**src/rtl/mem_port_arbiter.sv**
```systemverilog
// mem_port_arbiter
// Shares one single-port RAM between instruction fetch (IF) and data memory (DM).
// Each access runs IDLE -> GRANT_xx -> DONE. DM normally wins arbitration.
// A run counter limits how many DM grants in a row can be made while IF waits.
// A per-access cycle counter aborts a grant whose RAM never answers.
//
// state    | meaning
// ---------+-----------------------------------------------------------
// IDLE     | no access in flight; arbitrate and latch the winner's request
// GRANT_IF | fetch read on the RAM; strobe held until mem_ready or timeout
// GRANT_DM | load/store on the RAM; strobe held until mem_ready or timeout
// DONE     | one-cycle completion pulse to the served requester
module mem_port_arbiter #(
    parameter int ADDR_W     = 32,
    parameter int DATA_W     = 32,
    parameter int MAX_DM_RUN = 4,
    parameter int TIMEOUT    = 15
) (
    input  logic              clk,
    input  logic              rst,
    input  logic              if_req,
    input  logic [ADDR_W-1:0] if_addr,
    output logic [DATA_W-1:0] if_rdata,
    output logic              if_valid,
    input  logic              dm_req,
    input  logic              dm_we,
    input  logic [ADDR_W-1:0] dm_addr,
    input  logic [DATA_W-1:0] dm_wdata,
    output logic [DATA_W-1:0] dm_rdata,
    output logic              dm_done,
    output logic [ADDR_W-1:0] mem_addr,
    output logic              mem_read_en,
    output logic              mem_write_en,
    output logic [DATA_W-1:0] mem_wdata,
    input  logic [DATA_W-1:0] mem_rdata,
    input  logic              mem_ready,
    output logic              stall,
    output logic              timeout_err
);

    localparam int RUN_W = (MAX_DM_RUN < 1) ? 1 : $clog2(MAX_DM_RUN + 1);
    localparam int TMO_W = (TIMEOUT < 1) ? 1 : $clog2(TIMEOUT + 1);
    localparam logic [RUN_W-1:0] RUN_MAX = RUN_W'(MAX_DM_RUN);
    localparam logic [TMO_W:0]   TMO_LIM = (TMO_W + 1)'(TIMEOUT);

    typedef enum logic [1:0] {
        IDLE     = 2'd0,
        GRANT_IF = 2'd1,
        GRANT_DM = 2'd2,
        DONE     = 2'd3
    } state_t;

    state_t            state_q, state_d;
    logic              we_q, we_d;
    logic              served_dm_q, served_dm_d;
    logic [ADDR_W-1:0] addr_q, addr_d;
    logic [DATA_W-1:0] wdata_q, wdata_d;
    logic [DATA_W-1:0] if_rdata_q, if_rdata_d;
    logic [DATA_W-1:0] dm_rdata_q, dm_rdata_d;
    logic [RUN_W-1:0]  dm_run_q, dm_run_d;
    logic [TMO_W-1:0]  tmo_cnt_q, tmo_cnt_d;
    logic              timeout_err_q, timeout_err_d;
    logic [TMO_W:0]    tmo_inc;
    logic              read_en, write_en;
    logic              if_forced;

    // State and datapath registers; async reset returns everything to idle/zero.
    always_ff @(posedge clk or posedge rst) begin
        if (rst) begin
            state_q       <= IDLE;
            we_q          <= 1'b0;
            served_dm_q   <= 1'b0;
            addr_q        <= '0;
            wdata_q       <= '0;
            if_rdata_q    <= '0;
            dm_rdata_q    <= '0;
            dm_run_q      <= '0;
            tmo_cnt_q     <= '0;
            timeout_err_q <= 1'b0;
        end else begin
            state_q       <= state_d;
            we_q          <= we_d;
            served_dm_q   <= served_dm_d;
            addr_q        <= addr_d;
            wdata_q       <= wdata_d;
            if_rdata_q    <= if_rdata_d;
            dm_rdata_q    <= dm_rdata_d;
            dm_run_q      <= dm_run_d;
            tmo_cnt_q     <= tmo_cnt_d;
            timeout_err_q <= timeout_err_d;
        end
    end

    // Arbitration, request latching, strobe generation, capture and timeout.
    always_comb begin
        state_d       = state_q;
        we_d          = we_q;
        served_dm_d   = served_dm_q;
        addr_d        = addr_q;
        wdata_d       = wdata_q;
        if_rdata_d    = if_rdata_q;
        dm_rdata_d    = dm_rdata_q;
        dm_run_d      = dm_run_q;
        tmo_cnt_d     = tmo_cnt_q;
        timeout_err_d = timeout_err_q;
        read_en       = 1'b0;
        write_en      = 1'b0;
        tmo_inc       = {1'b0, tmo_cnt_q} + 1'b1;
        // IF has waited through the maximum DM run and must go next.
        if_forced     = if_req && (dm_run_q == RUN_MAX);

        unique case (state_q)
            IDLE: begin
                if (dm_req && !if_forced) begin
                    state_d     = GRANT_DM;
                    served_dm_d = 1'b1;
                    we_d        = dm_we;
                    addr_d      = dm_addr;
                    wdata_d     = dm_wdata;
                    tmo_cnt_d   = '0;
                    if (!if_req) begin
                        dm_run_d = '0;
                    end else if (dm_run_q != RUN_MAX) begin
                        dm_run_d = dm_run_q + 1'b1;
                    end
                end else if (if_req) begin
                    state_d     = GRANT_IF;
                    served_dm_d = 1'b0;
                    we_d        = 1'b0;
                    addr_d      = if_addr;
                    wdata_d     = '0;
                    tmo_cnt_d   = '0;
                    dm_run_d    = '0;
                end
            end
            GRANT_IF, GRANT_DM: begin
                read_en   = (state_q == GRANT_IF) || !we_q;
                write_en  = (state_q == GRANT_DM) && we_q;
                tmo_cnt_d = tmo_inc[TMO_W-1:0];
                if (mem_ready) begin
                    state_d = DONE;
                    if (state_q == GRANT_IF) begin
                        if_rdata_d = mem_rdata;
                    end else if (!we_q) begin
                        dm_rdata_d = mem_rdata;
                    end
                end else if ((TIMEOUT != 0) && (tmo_inc == TMO_LIM)) begin
                    // Abort: strobes drop on entering DONE, rdata keeps its old value.
                    state_d       = DONE;
                    timeout_err_d = 1'b1;
                end
            end
            DONE: begin
                state_d = IDLE;
            end
            default: begin
                state_d = IDLE;
            end
        endcase
    end

    // Strobes decode straight from state so an async reset drops them at once.
    assign mem_read_en  = read_en;
    assign mem_write_en = write_en;
    assign mem_addr     = addr_q;
    assign mem_wdata    = wdata_q;
    assign if_rdata     = if_rdata_q;
    assign dm_rdata     = dm_rdata_q;
    assign timeout_err  = timeout_err_q;
    assign if_valid     = (state_q == DONE) && !served_dm_q;
    assign dm_done      = (state_q == DONE) && served_dm_q;
    assign stall        = (if_req || dm_req) && !(if_valid || dm_done);

endmodule

```
**config.mk**
```make
export PLATFORM = sky130hd
export DESIGN_NAME = mem_port_arbiter
export DESIGN_NICKNAME = d
export VERILOG_FILES = /design/src/rtl/mem_port_arbiter.sv
export SDC_FILE = /design/constraint.sdc
export NUM_CORES = 1
export LEC_CHECK = 0
export CORE_AREA = 2 2 88 175
export CTS_CLUSTER_DIAMETER = 30
export DETAILED_ROUTE_END_ITERATION = 8
export DIE_AREA = 0 0 90 177
export GPL_TIMING_DRIVEN = 0
export PLACE_DENSITY = 0.77
export SLEW_MARGIN = 5
export SYNTH_ARGS = -nofsm -noshare
export SYNTH_HDL_FRONTEND = slang
export SYNTH_SLANG_ARGS = --single-unit
```
**constraint.sdc**
```tcl
create_clock -name clk -period 5.5 [get_ports clk]
set_input_delay 0.55 -clock clk [delete_from_list [all_inputs] [get_ports clk]]
set_output_delay 0.55 -clock clk [all_outputs]
set_load 0.03 [all_outputs]
```
### Yosys cells after proc, flatten, opt, wreduce, memory -nomap -nowiden

Index checks and enable logic that the tools add are counted.
Widths: inputs -> output; s select.

* register bits: 140
* input port bits: 134
* output and inout bits: 134
* word-level logic and storage cells: 69

* add/sub/neg operators: 2
* eq/ne operators: 9
* multiplexer cells: 21
* bitwise logic cells: 3
* reduce and logical (&&, ||, !) cells: 24

Operator list (count)
* $mux 32: 4
* $mux 3: 4
* $ne 3x3->1 const B: 3
* $reduce_and 3->1: 3
* $mux 2: 4
* $mux 4: 2
* $pmux 4 s2: 1
* $logic_and 1x1->1: 6
* $pmux 2 s3: 1
* $reduce_and 2->1: 3
* $add 4x1->5 const B: 1
* $eq 5x4->1 const B: 1
* $mux 1: 5
* $eq 2x2->1 const B: 2
* $logic_not 1->1: 4
* $reduce_and 4->1: 1
* $reduce_bool 2->1: 2
* $add 3x1->3 const B: 1
* $eq 3x3->1 const B: 1
* $logic_or 1x1->1: 3
* $ne 3x2->1 const B: 1
* $not 1->1: 3
* $eq 2x1->1 const B: 1
* $logic_not 2->1: 1
* $reduce_or 2->1: 1

### Logic depth before layout (Yosys ltp)

* word-level depth: 6
* mapped depth: 8
* depth with buffers taken out: 7

### Least setup slack after synthesis

OpenSTA, ideal clock, no wires.

* kind: reg-to-output
* from: register state_q[0]
* to: output mem_read_en
* arrival time: 1609 ps
* data required time: 4950 ps
* path slack: 3341 ps
* stages on the path, launching flop included: 5
* path buffers: 1
* path through: dfrtp_1 inv_1 ha_1 buf_4 a21boi_0

* word-level cells in the longest chain between the ends: 3
* elaborated cells on any way between the ends: 5
* classes of those cells: 2 x eq/ne; 1 x mux; 2 x reduce/logical

Ends and longest elaborated chain
* start: declaration: line 53 `state_t state_q, state_d;`
* start signal: assignment: line 81 `state_q <= state_d;`
* $eq 2x1->1 / $eq 2x2->1 (equally long branches): line 112, 137
* $reduce_or 2->1 / $logic_or 1x1->1 (equally long branches): line 112, 137
* $mux 1 (*): line 112 `unique case (state_q)`
* end: declaration: line 32 `output logic mem_read_en,`

Mark *: on every way between the ends. The rest lies on a longest branch, timed or not.

### Worst setup path after layout

Ends and elaborated chain as after synthesis.

==> impl_metrics.env <==
export IMPL_final_setup_viol_count=0
export IMPL_synthesis_area_per_instance_sq_um=13.42
export IMPL_die_y_um=177
export IMPL_rd_place_congestion=0.7713
export IMPL_die_x_um=90
export IMPL_grt_antenna_before_repair=0
export IMPL_place_ws_ns=2.986
export IMPL_final_area_sq_um=9331
export IMPL_p_leak_nw=4.065
export IMPL_route_antenna_remaining_nets=0
export IMPL_clock_insertion_delay_worst_skew_ns=0.41
export IMPL_syn_num_nets=574
export IMPL_syn2layout_area_growth_pct=61.74
export IMPL_mostFrequentLayoutCells="sky130_fd_sc_hd__clkdlybuf4s50_1, sky130_fd_sc_hd__dfrtp_1, sky130_fd_sc_hd__mux2_2, sky130_fd_sc_hd__nand2_1, sky130_fd_sc_hd__o21ai_0"
export IMPL_hold_path_depth=1
export IMPL_post_place_cells=893
export IMPL_startpoint="state_q[0]$_DFFE_PP0P_"
export IMPL_clock_tree_from_tritoncts="yes"
export IMPL_crit_arrival_ns=2.34
export IMPL_synth_top_area_share_pct=60.72
export IMPL_regToRegStartpoint="state_q[0]$_DFFE_PP0P_"
export IMPL_final_layout_size_suffix_gt1_share_pct=16.30
export IMPL_vias=4481
export IMPL_power_density_nw_per_um2=674.0
export IMPL_globalRouteTotalUtil_pct=19.28
export IMPL_die_area_sq_um=15930
export IMPL_cts_reportedPaths_clkPinSlew_ns=0.06
export IMPL_cts_sinks=140
export IMPL_routed_via_density=4.844
export IMPL_setup_slack_ns=2.613
export IMPL_post_dp_hpwl_um=11360
export IMPL_cts_hold_fix_buffers=0
export IMPL_fillers=1198
export IMPL_timing_setup_critical_path_class="reg2out"
export IMPL_max_slew_margin_pct=54.10
export IMPL_io_buffers=267
export IMPL_ys_seq_elements=140
export IMPL_synthesis_yosys_warnings=0
export IMPL_switchingPower_w=0.002527
export IMPL_drv_cap=0
export IMPL_cts_root_buffer_cell="sky130_fd_sc_hd__clkbuf_16"
export IMPL_mostFrequentLayoutCell="sky130_fd_sc_hd__clkdlybuf4s50_1"
export IMPL_clock_power_share_pct=18.9
export IMPL_globalRoute_totalOverflow=0
export IMPL_maximum_resistive_drop_on_vdd_v=0.0003683
export IMPL_netlist_top_cells_area="sky130_fd_sc_hd__dfrtp_1, sky130_fd_sc_hd__mux2_2, sky130_fd_sc_hd__mux2i_1"
export IMPL_nets=861
export IMPL_clk_path_buf_depth=2
export IMPL_numCtsBuffers=17
export IMPL_wl_per_cell_um=16.21
export IMPL_hold_path_class="reg2reg"
export IMPL_antennaDiodeCount=0
export IMPL_worst_r2r_setup_slack_ns=3.49
export IMPL_std_cell_rows=63
export IMPL_worst_ep_required_time_ns=4.95
export IMPL_initial_utilization_pct=39.35
export IMPL_p_sw_share_pct=40.19
export IMPL_post_route_drc_count=0
export IMPL_worst_slew_pin_transition_ns=0.6884
export IMPL_reg2reg_depth=7
export IMPL_power_report_internal_total_w=0.003762
export IMPL_report_final_slew_viol_count=0
export IMPL_critPathCaptureType="output pin"
export IMPL_startpoint_type="register"
export IMPL_pin_count_of_the_biggest_net_entering_global_routing=78
export IMPL_endpoint="mem_read_en"
export IMPL_synth_cell_type_count=33
export IMPL_firstDrtPassIters=4
export IMPL_post_dp_cell_area_sq_um=8718
export IMPL_timing_critical_path_fanout_max=10
export IMPL_synth_top_flop_cell="sky130_fd_sc_hd__dfrtp_1"
export IMPL_grt_pass1_wl_um=24390
export IMPL_post_synth_edffs=0
export IMPL_period_minus_slack_ns=2.887
export IMPL_post_cts_setup_buffers=0
export IMPL_clock_skew_ns=0.01219
export IMPL_power_combinational_fraction_pct=51.7
export IMPL_share_of_flip_flops_with_an_asynchronous_set_or_reset_after_synthesis_pct=100.0
export IMPL_final_cells=925
export IMPL_pin_count=268
export IMPL_seqPwrFrac_pct=29.4
export IMPL_maxClockFrequency_ghz=0.3464
export IMPL_critical_path_reg2reg_endpoint="dm_rdata[23]$_DFFE_PP0P_"
export IMPL_htree_levels=4
export IMPL_synth_sequential_area_ratio_pct=60.72
export IMPL_core_area_sq_um=14660
export IMPL_timing_final_hold_violations=0
export IMPL_detailed_route_wire_length_um=15000
export IMPL_cts_resized_gates=0
export IMPL_fin_total_pwr_w=0.006289
export IMPL_post_route_period_util_pct=52.50
export IMPL_synth_area_leader_cell="sky130_fd_sc_hd__dfrtp_1"
export IMPL_starting_drc_count_in_detailed_routing=134
export IMPL_number_of_global_route_vias_before_repair=4901
export IMPL_netlist_instances=430
export IMPL_syn_std_cell_area_sq_um=5769
export IMPL_outcome="complete, no violations"
export IMPL_rsz0062_at_grt="false"
[sequential cells by signal (all words and copies together), names as in the netlist]
register and cells:
dm_run_q 3, timeout_err 1, mem_addr 32, we_q 1, mem_wdata 32, state_q 2
served_dm_q 1, dm_rdata 32, if_rdata 32, tmo_cnt_q 4
[metal layers]
| metal | up-vias | share of wire (%) | wire length (um) | global-route usage, % |
|---|---|---|---|---|
| li1 | 2095 | - | - | - |
| met1 | 2157 | 39 | 5862 | 21.39 |
| met3 | 13 | 9.8 | 1466 | 8.475 |
| met5 | - | 0 | 0 | 0 |
| met4 | 0 | 1.2 | 181 | 5.641 |
| met2 | 216 | 50 | 7486 | 33.43 |
[power by group through the flow]
stage | Sequential (W) | Clock (W) | Combinational (W)
2_1_floorplan | 0.00278 | 0 | 0.000968
3_3_place_gp | 0.00185 | 0 | 0.00323
3_5_place_dp | 0.00186 | 0 | 0.00329
4_1_cts | 0.00186 | 0.00121 | 0.00329
5_1_grt | 0.00192 | 0.00125 | 0.00345
6_report | 0.00185 | 0.00119 | 0.00325
[cell type report]
type / count / area (sq um) / share of cell area, %
inverter: 7 / 31.28 / 0.3352
clock buffer: 18 / 429.2 / 4.599
buffer: 25 / 181.4 / 1.944
clock inverter: 14 / 183.9 / 1.971
tap: 195 / 244.0 / 2.615
sequential: 140 / 3503 / 37.54
timing repair buffer: 268 / 2700 / 28.94
multi-input combinational: 258 / 2058 / 22.06
[metrics by stage]
stage | hold slack [ns] | TNS, ns | utilization [%]
floorplan | 0.4644 | 0 | -
global placement | 0.4616 | -90.60 | 59.24
detailed placement | 0.4694 | 0 | 59.46
CTS | 0.4834 | 0 | 63.65
global route | 0.5048 | 0 | 63.65
finish | 0.4752 | 0 | 63.65
[cells in the mapped netlist, types with 2 or more instances]
cell type	count
sky130_fd_sc_hd__nor2_1	3
sky130_fd_sc_hd__and3_1	2
sky130_fd_sc_hd__ha_1	10
sky130_fd_sc_hd__clkbuf_1	4
sky130_fd_sc_hd__nand3_1	4
sky130_fd_sc_hd__nand2_1	45
sky130_fd_sc_hd__buf_6	9
sky130_fd_sc_hd__a22o_1	35
sky130_fd_sc_hd__buf_2	10
sky130_fd_sc_hd__nor2b_1	5
sky130_fd_sc_hd__o21ai_1	2
sky130_fd_sc_hd__a21o_1	2
sky130_fd_sc_hd__mux2_2	63
sky130_fd_sc_hd__nand2b_1	2
sky130_fd_sc_hd__buf_4	2
sky130_fd_sc_hd__mux2i_1	32
sky130_fd_sc_hd__dfrtp_1	140
sky130_fd_sc_hd__o21ai_0	39
sky130_fd_sc_hd__inv_1	7
[critical path, cell delays in order (launching register included)]
cell	delay, ns
sky130_fd_sc_hd__dfrtp_1	0.43
sky130_fd_sc_hd__inv_1	0.11
sky130_fd_sc_hd__ha_1	0.29
sky130_fd_sc_hd__buf_4	0.15
sky130_fd_sc_hd__a21boi_0	0.24
sky130_fd_sc_hd__clkdlybuf4s50_1	0.72
[how the worst min path moves through the flow]
stage	start	to	slack (ns)
after global routing	mem_addr[17]$_DFFE_PP0P_	mem_addr[17]$_DFFE_PP0P_	0.50
after floorplan	served_dm_q$_DFFE_PP0P_	served_dm_q$_DFFE_PP0P_	0.46
after CTS	mem_addr[5]$_DFFE_PP0P_	mem_addr[5]$_DFFE_PP0P_	0.48
after detailed placement	mem_addr[5]$_DFFE_PP0P_	mem_addr[5]$_DFFE_PP0P_	0.47
final	timeout_err$_DFFE_PP0P_	timeout_err$_DFFE_PP0P_	0.48
after global placement	timeout_err$_DFFE_PP0P_	timeout_err$_DFFE_PP0P_	0.46
[cell families (layout without fill, tap and decap cells)]
logic type      after synthesis  in the layout  synth area share (%)
xor+xnor                      1              1                0.1518
simple gates                 66             66                 5.205
fa+ha+maj                    10             10                 2.169
buf+inv                      32            332                 3.600
flops                       140            140                 60.72
compound gates               85             85                 10.11
mux                          96             96                 18.04
Power figures use the tool's default switching activity.
